### src/rtl/stopwatch_control.sv
// Stopwatch run/stop controller: debounced-edge buttons drive a run/stop FSM and a
// prescaler that emits one-cycle count pulses and clear pulses for a 60-count display.
module stopwatch_control #(
    parameter int TICK_DIV = 10
) (
    input  logic clock,
    input  logic reset,
    input  logic start_stop,
    input  logic clear_req,
    output logic count,
    output logic clear,
    output logic running
);

    localparam int W = (TICK_DIV > 1) ? $clog2(TICK_DIV) : 1;
    localparam logic [W-1:0] DIV_LAST = W'(TICK_DIV - 1);
    localparam logic [W-1:0] DIV_ONE  = W'(1);

    typedef enum logic {
        STOPPED = 1'b0,
        RUNNING = 1'b1
    } state_t;

    state_t         state_q;
    logic [W-1:0]   div_cnt_q;
    logic [W-1:0]   div_cnt_d;
    logic           ss_prev_q;
    logic           cr_prev_q;
    logic           count_q;
    logic           count_d;
    logic           clear_q;
    logic           clear_d;
    logic           ss_edge_s;
    logic           cr_edge_s;
    logic           is_run_s;
    logic           at_last_s;

    // Edge detection and next values for the prescaler and output pulses.
    always_comb begin
        ss_edge_s = start_stop & ~ss_prev_q;
        cr_edge_s = clear_req & ~cr_prev_q;
        is_run_s  = (state_q == RUNNING);
        at_last_s = (div_cnt_q == DIV_LAST);
        // A stop or clear in the terminal cycle swallows the pending pulse.
        count_d   = is_run_s & at_last_s & ~ss_edge_s & ~cr_edge_s;
        clear_d   = cr_edge_s;
        div_cnt_d = div_cnt_q;
        if (cr_edge_s) begin
            div_cnt_d = {W{1'b0}};
        end else if (is_run_s && !ss_edge_s) begin
            if (at_last_s) begin
                div_cnt_d = {W{1'b0}};
            end else begin
                div_cnt_d = div_cnt_q + DIV_ONE;
            end
        end else begin
            div_cnt_d = div_cnt_q;
        end
    end

    // FSM, prescaler, button history and registered output pulses.
    always_ff @(posedge clock) begin
        if (reset) begin
            state_q   <= STOPPED;
            div_cnt_q <= {W{1'b0}};
            ss_prev_q <= 1'b1;
            cr_prev_q <= 1'b1;
            count_q   <= 1'b0;
            clear_q   <= 1'b0;
        end else begin
            case (state_q)
                STOPPED: state_q <= ss_edge_s ? RUNNING : STOPPED;
                RUNNING: state_q <= ss_edge_s ? STOPPED : RUNNING;
                default: state_q <= STOPPED;
            endcase
            div_cnt_q <= div_cnt_d;
            ss_prev_q <= start_stop;
            cr_prev_q <= clear_req;
            count_q   <= count_d;
            clear_q   <= clear_d;
        end
    end

    assign count   = count_q;
    assign clear   = clear_q;
    assign running = (state_q == RUNNING);

endmodule

### config.mk
export PLATFORM = sky130hd
export DESIGN_NAME = stopwatch_control
export DESIGN_NICKNAME = d
export VERILOG_FILES = /design/src/rtl/stopwatch_control.sv
export SDC_FILE = /design/constraint.sdc
export NUM_CORES = 1
export LEC_CHECK = 0
export CORE_AREA = 2 2 39 41
export DETAILED_ROUTE_END_ITERATION = 12
export DIE_AREA = 0 0 41 43
export PLACE_DENSITY = 0.41
export SYNTH_ARGS = -nofsm -noshare
export SYNTH_HDL_FRONTEND = slang
export SYNTH_SLANG_ARGS = --single-unit
### constraint.sdc
create_clock -name clock -period 3.8 [get_ports clock]
set_clock_uncertainty 0.2 [all_clocks]
set_input_delay 0.38 -clock clock [delete_from_list [all_inputs] [get_ports clock]]
set_output_delay 0.38 -clock clock [all_outputs]
set_load 0.01 [all_outputs]
==> impl_metrics.env, run 1 <==
export IMPL_status="finished clean"
export IMPL_slew_headroom=0.835
export IMPL_postSynthAreaPerCell_sq_um=9.69
export IMPL_layoutNonFillerInstCount=61
export IMPL_path_max_fanout=3
export IMPL_ant_nets=0
export IMPL_grt_usage=0.0876
export IMPL_ctsHoldBuffers=0
export IMPL_cts_resized=0
export IMPL_finalCriticalPeriod_ns=1.76
export IMPL_setup_violations=0
export IMPL_p_leak_nw=0.160
export IMPL_p_per_area_mw_per_mm2=415
export IMPL_hold_viol=0
export IMPL_p_switching_uw=39.4
export IMPL_finalInstanceArea_sq_um=445
export IMPL_critPathArrivalTime_ns=1.18
export IMPL_first_pass_iters=3
export IMPL_syn_instance_count=35
export IMPL_power_frac_seq=0.537
export IMPL_start_util=0.245
export IMPL_grt_max_degree=7
export IMPL_async_reset_ff_frac=0
export IMPL_post_cts_buffers=0
export IMPL_drive_gt1_frac=0.178
export IMPL_synthTopCellsByCount="9 x dfxtp_1, 4 x nor2_1, 3 x nand2_1, 3 x nand2b_1"
export IMPL_yosys_most_used_dff="dfxtp_1"
export IMPL_num_nets_final=51
export IMPL_critPathBufInv=1
export IMPL_clk_latency_ns=0.26
export IMPL_power_frac_comb=0.071
export IMPL_io_pins=7
export IMPL_critPathTopFamily="buffers and inverters"
export IMPL_clk_path_buf_depth=2
export IMPL_h_tree_depth=1
export IMPL_tightest_slew_ns=0.246
export IMPL_clkTransAtPathRegs_ns=0.06
export IMPL_ys_seq_area_frac=0.531
export IMPL_total_power_uw=185
export IMPL_port_buffers=6
export IMPL_detail_route_wl_per_cell_um=9.23
export IMPL_placement_cell_area_sq_um=419
export IMPL_drv_cap=0
export IMPL_grt_overflow_total=0
export IMPL_ir_drop_mv=0.134
export IMPL_synth_area_sq_um=339
export IMPL_crit_type="register to output port"
export IMPL_drc=0
export IMPL_synth_warnings=0
export IMPL_cts_buffers=3
export IMPL_swShare=0.213
export IMPL_clock_fmax_mhz=568
export IMPL_fin_tns_setup_ns=0
export IMPL_fin_util=0.322
export IMPL_dp_hpwl_um=448
export IMPL_grt_pass1_wl_um=993
export IMPL_end_kind="output port"
export IMPL_syn_nets=40
export IMPL_internal_power_uw=145
export IMPL_tritoncts="built"
export IMPL_die_height_um=43
export IMPL_path_cells="clkdlybuf4s50_1"
export IMPL_hold_class="register to register"
export IMPL_routabilityCongestion=0.729
export IMPL_vias=264
export IMPL_cpPeakStageDelay_ns=0.56
export IMPL_cp_start_kind="register"
export IMPL_rows=14
export IMPL_vias_per_cell=4.33
export IMPL_yosysTopAreaCellShare=0.531
export IMPL_grt_pass1_vias=266
export IMPL_ys_top_cells_by_area="dfxtp_1 53%, nand2b_1 5.5%, nor2_1 4.4%, ha_1 3.7%, nor2b_1 3.7%"
export IMPL_rsz0062_at_grt="false"
export IMPL_syn_to_final_growth_pct=31.4
export IMPL_diodes=0
export IMPL_die_area_sq_mm=0.00176
export IMPL_yosysMostFrequentCell="dfxtp_1"
export IMPL_drv_slew=0
export IMPL_first_iter_violations=1
export IMPL_synth_seq_cells=9
export IMPL_synth_edff_count=0
export IMPL_required_ns=3.22
export IMPL_die_w_um=41
export IMPL_synth_top_cell_by_area="dfxtp_1"
export IMPL_min_period_over_period=0.463
export IMPL_ys_types=17
export IMPL_clockRootBuffer="clkbuf_4"
export IMPL_slowest_stage="clkdlybuf4s50_1"
export IMPL_cts_sinks=9
export IMPL_dp_cells=57
export IMPL_wirelength_um=563
export IMPL_clockPowerShare=0.392
export IMPL_core_area_sq_mm=0.00138
export IMPL_antenna_found_initial=0
-- routing by layer --
| metal | vias up | wire, um | global-route usage |
|---|---|---|---|
| li1 | 136 | - | - |
| met1 | 124 | 250 | 0.0844 |
| met2 | 4 | 292 | 0.134 |
| met3 | 0 | 20 | 0.0157 |
| met4 | 0 | 0 | 0.100 |
| met5 | - | 0 | 0 |
-- worst paths after layout --
check / startpoint / end / slack [ns] / depth (start not counted)
hold reg to reg: div_cnt_q[3] / div_cnt_q[3] / 0.29 / 2
setup reg to reg: ss_prev_q / div_cnt_q[1] / 2.31 / 5
hold / removal: div_cnt_q[3] / div_cnt_q[3] / 0.29 / 2
setup / recovery: running / running / 2.04 / 1
-- cells in the final DEF (no fill, tap or decap), types with 2 or more instances in the layout --
cell             netlist  routed
dfxtp_1                9       9
clkdlybuf4s50_1        0       6
nor2_1                 4       4
nand2b_1               3       3
nand2_1                3       3
clkbuf_4               0       3
nor2b_1                2       2
o21ai_0                2       2
or2_2                  2       2
-- worst min-delay path, delay by kind of cell, from the launching register on --
family	cells	cell delay (ns)
AO/OA/AOI/OAI	2	0.13
flip-flops	1	0.31
-- logic make-up after synthesis --
family,share of synthesized area
AND/OR/NAND/NOR,0.310
XOR/XNOR,0.0517
flip-flops,0.531
AO/OA/AOI/OAI,0.0701
adder cells (fa/ha/maj),0.0369
-- stage by stage --
| stage | setup WS [ns] | hold slack, ns |
|---|---|---|
| 6_report | 2.04 | 0.288 |
| 5_1_grt | 1.96 | 0.331 |
| 4_1_cts | 2.02 | 0.290 |
| 3_5_place_dp | 1.81 | 0.282 |
| 3_3_place_gp | 1.85 | 0.277 |
| 2_1_floorplan | 2.34 | 0.247 |
-- area by class of cell --
cell class,count,area (sq um)
multi-input combinational,26,159
sequential,9,180
clock buffer,4,26.3
tap,16,20.0
fill,153,938
timing repair buffer,6,60.1
-- power groups by stage --
stage / clock network (mW) / logic [mW] / registers [mW]
after floorplan: 0 / 0.00613 / 0.101
after global placement: 0 / 0.0131 / 0.101
after detailed placement: 0 / 0.0134 / 0.101
after CTS: 0.0766 / 0.0134 / 0.0992
after global routing: 0.0815 / 0.0149 / 0.0996
final: 0.0724 / 0.0131 / 0.0992
-- sequential cells by signal (all words and copies together), names as in the netlist --
name and count:
cr_prev_q 1, running 1, ss_prev_q 1, count 1, clear 1, div_cnt_q 4
Power figures use the tool's default switching activity.
==> inputs of run 2 (changes only) <==
- clock period: 3.8 -> 1.8 ns (I/O delays scaled with it)
==> run 2 against run 1 <==
  * Non-clock buffer count did not move
  * Setup slack got worse by 1.8 ns
  * Sequential cell count did not move
  * Worst hold slack got worse by 0.0080 ns
  * First-iteration DRC count did not move
  * Clock power rose by 110%
  * Sequential share of layout area did not move
  * Die area did not move
  * Critical path depth did not move
==> impl_metrics.env, run 2 (synthesis results as in run 1) <==
export IMPL_status="finished clean"
export IMPL_internal_power_uw=306
export IMPL_fin_tns_setup_ns=0
export IMPL_post_cts_buffers=0
export IMPL_fill_cells=154
export IMPL_drv_cap=0
export IMPL_total_power_uw=387
export IMPL_layoutNonFillerInstCount=61
export IMPL_antenna_found_initial=0
export IMPL_min_period_over_period=0.854
export IMPL_clkTransAtPathRegs_ns=0.06
export IMPL_cp_start_kind="register"
export IMPL_swShare=0.208
export IMPL_detail_route_wl_per_cell_um=9.10
export IMPL_routabilityCongestion=0.646
export IMPL_ant_nets=0
export IMPL_reg2reg_depth=5
export IMPL_cts_buffers=3
export IMPL_multi_input_area_sq_um=159
export IMPL_power_frac_comb=0.071
export IMPL_grt_overflow_total=0
export IMPL_critPathArrivalTime_ns=1.16
export IMPL_path_cells="clkdlybuf4s50_1"
export IMPL_p_per_area_mw_per_mm2=868
export IMPL_ir_drop_mv=0.319
export IMPL_drive_gt1_frac=0.178
export IMPL_rows=14
export IMPL_largest_reg_flops=4
export IMPL_hold_class="register to register"
export IMPL_io_pins=7
export IMPL_p_switching_uw=80.3
export IMPL_p_leak_nw=0.160
export IMPL_vias=261
export IMPL_path_depth=1
export IMPL_dp_cells=57
export IMPL_clock_fmax_mhz=651
export IMPL_tightest_slew_ns=0.239
export IMPL_syn_to_final_growth_pct=31.4
export IMPL_path_max_fanout=3
export IMPL_die_height_um=43
export IMPL_slowest_stage="clkdlybuf4s50_1"
export IMPL_critPathBufInv=1
export IMPL_hold_viol=0
export IMPL_first_iter_violations=1
export IMPL_cts_resized=0
export IMPL_slew_headroom=0.840
export IMPL_die_area_sq_mm=0.00176
export IMPL_setup_violations=0
export IMPL_crit_type="register to output port"
export IMPL_clockRootBuffer="clkbuf_4"
export IMPL_clk_latency_ns=0.25
export IMPL_tritoncts="built"
export IMPL_drv_slew=0
export IMPL_drc=0
export IMPL_vias_per_cell=4.28
export IMPL_grt_usage=0.0920
export IMPL_core_area_sq_mm=0.00138
export IMPL_ctsHoldBuffers=0
export IMPL_grt_pass1_wl_um=1030
export IMPL_busiest_layer="met2"
export IMPL_rsz0062_at_grt="false"
export IMPL_first_pass_iters=3
export IMPL_layout_commonest_cell="dfxtp_1"
export IMPL_hold_path_depth=2
export IMPL_clockPowerShare=0.388
export IMPL_grt_max_degree=7
export IMPL_power_frac_seq=0.541
export IMPL_port_buffers=6
export IMPL_required_ns=1.42
export IMPL_ff_latch_area_sq_um=180
export IMPL_grt_pass1_vias=257
export IMPL_clk_path_buf_depth=2
export IMPL_grt_use_met1=0.105
export IMPL_cts_sinks=9
export IMPL_wirelength_um=555
export IMPL_h_tree_depth=1
export IMPL_die_w_um=41
export IMPL_diodes=0
export IMPL_use_met3=0.0471
export IMPL_final_cell_mix="9 x dfxtp_1, 6 x clkdlybuf4s50_1, 4 x nor2_1"
export IMPL_num_nets_final=51
export IMPL_critPathTopFamily="buffers and inverters"
export IMPL_end_kind="output port"
export IMPL_finalCriticalPeriod_ns=1.54
export IMPL_largest_register="div_cnt_q"
export IMPL_start_util=0.245
export IMPL_cpPeakStageDelay_ns=0.55
export IMPL_grt_util_met2=0.119
run 2: cell counts in the layout (fill, tap and decap cells not counted):
No cell type changed its count.
run 2: path summary, 6_finish.rpt:
path                                start           end  slack [ns]
worst max-delay path              running       running        0.26
worst max register to register  ss_prev_q  div_cnt_q[1]        0.31
worst min-delay path              running         count        0.28
worst min register to register    running         count        0.28
run 2: area by class of cell:
cell class,instances,area share
flip-flops and latches,9,0.404
multi-input cells,26,0.357
well taps,16,0.0449
clock buffers,4,0.0590
repair buffers,6,0.135
run 2: power by group through the flow:
stage	logic (mW)	registers (mW)	clock network [mW]
CTS	0.0281	0.209	0.159
detailed placement	0.0279	0.214	0
global route	0.0306	0.210	0.179
floorplan	0.0129	0.214	0
finish	0.0276	0.209	0.150
global placement	0.0277	0.214	0
run 2: metrics by stage:
stage / util / cell area, sq um / hold slack, ns / setup slack [ns]
2_1_floorplan: - / 339 / 0.0467 / 0.394
3_3_place_gp: 0.303 / 419 / 0.273 / 0.0358
3_5_place_dp: 0.303 / 419 / 0.279 / 0.0126
4_1_cts: 0.322 / 445 / 0.291 / 0.239
5_1_grt: 0.322 / 445 / 0.325 / 0.184
6_report: 0.322 / 445 / 0.280 / 0.264
run 2: routing by layer:
layer,up-vias,wire [um]
met5,-,0
met3,0,25
met4,0,0
met2,4,283
li1,138,-
met1,119,246
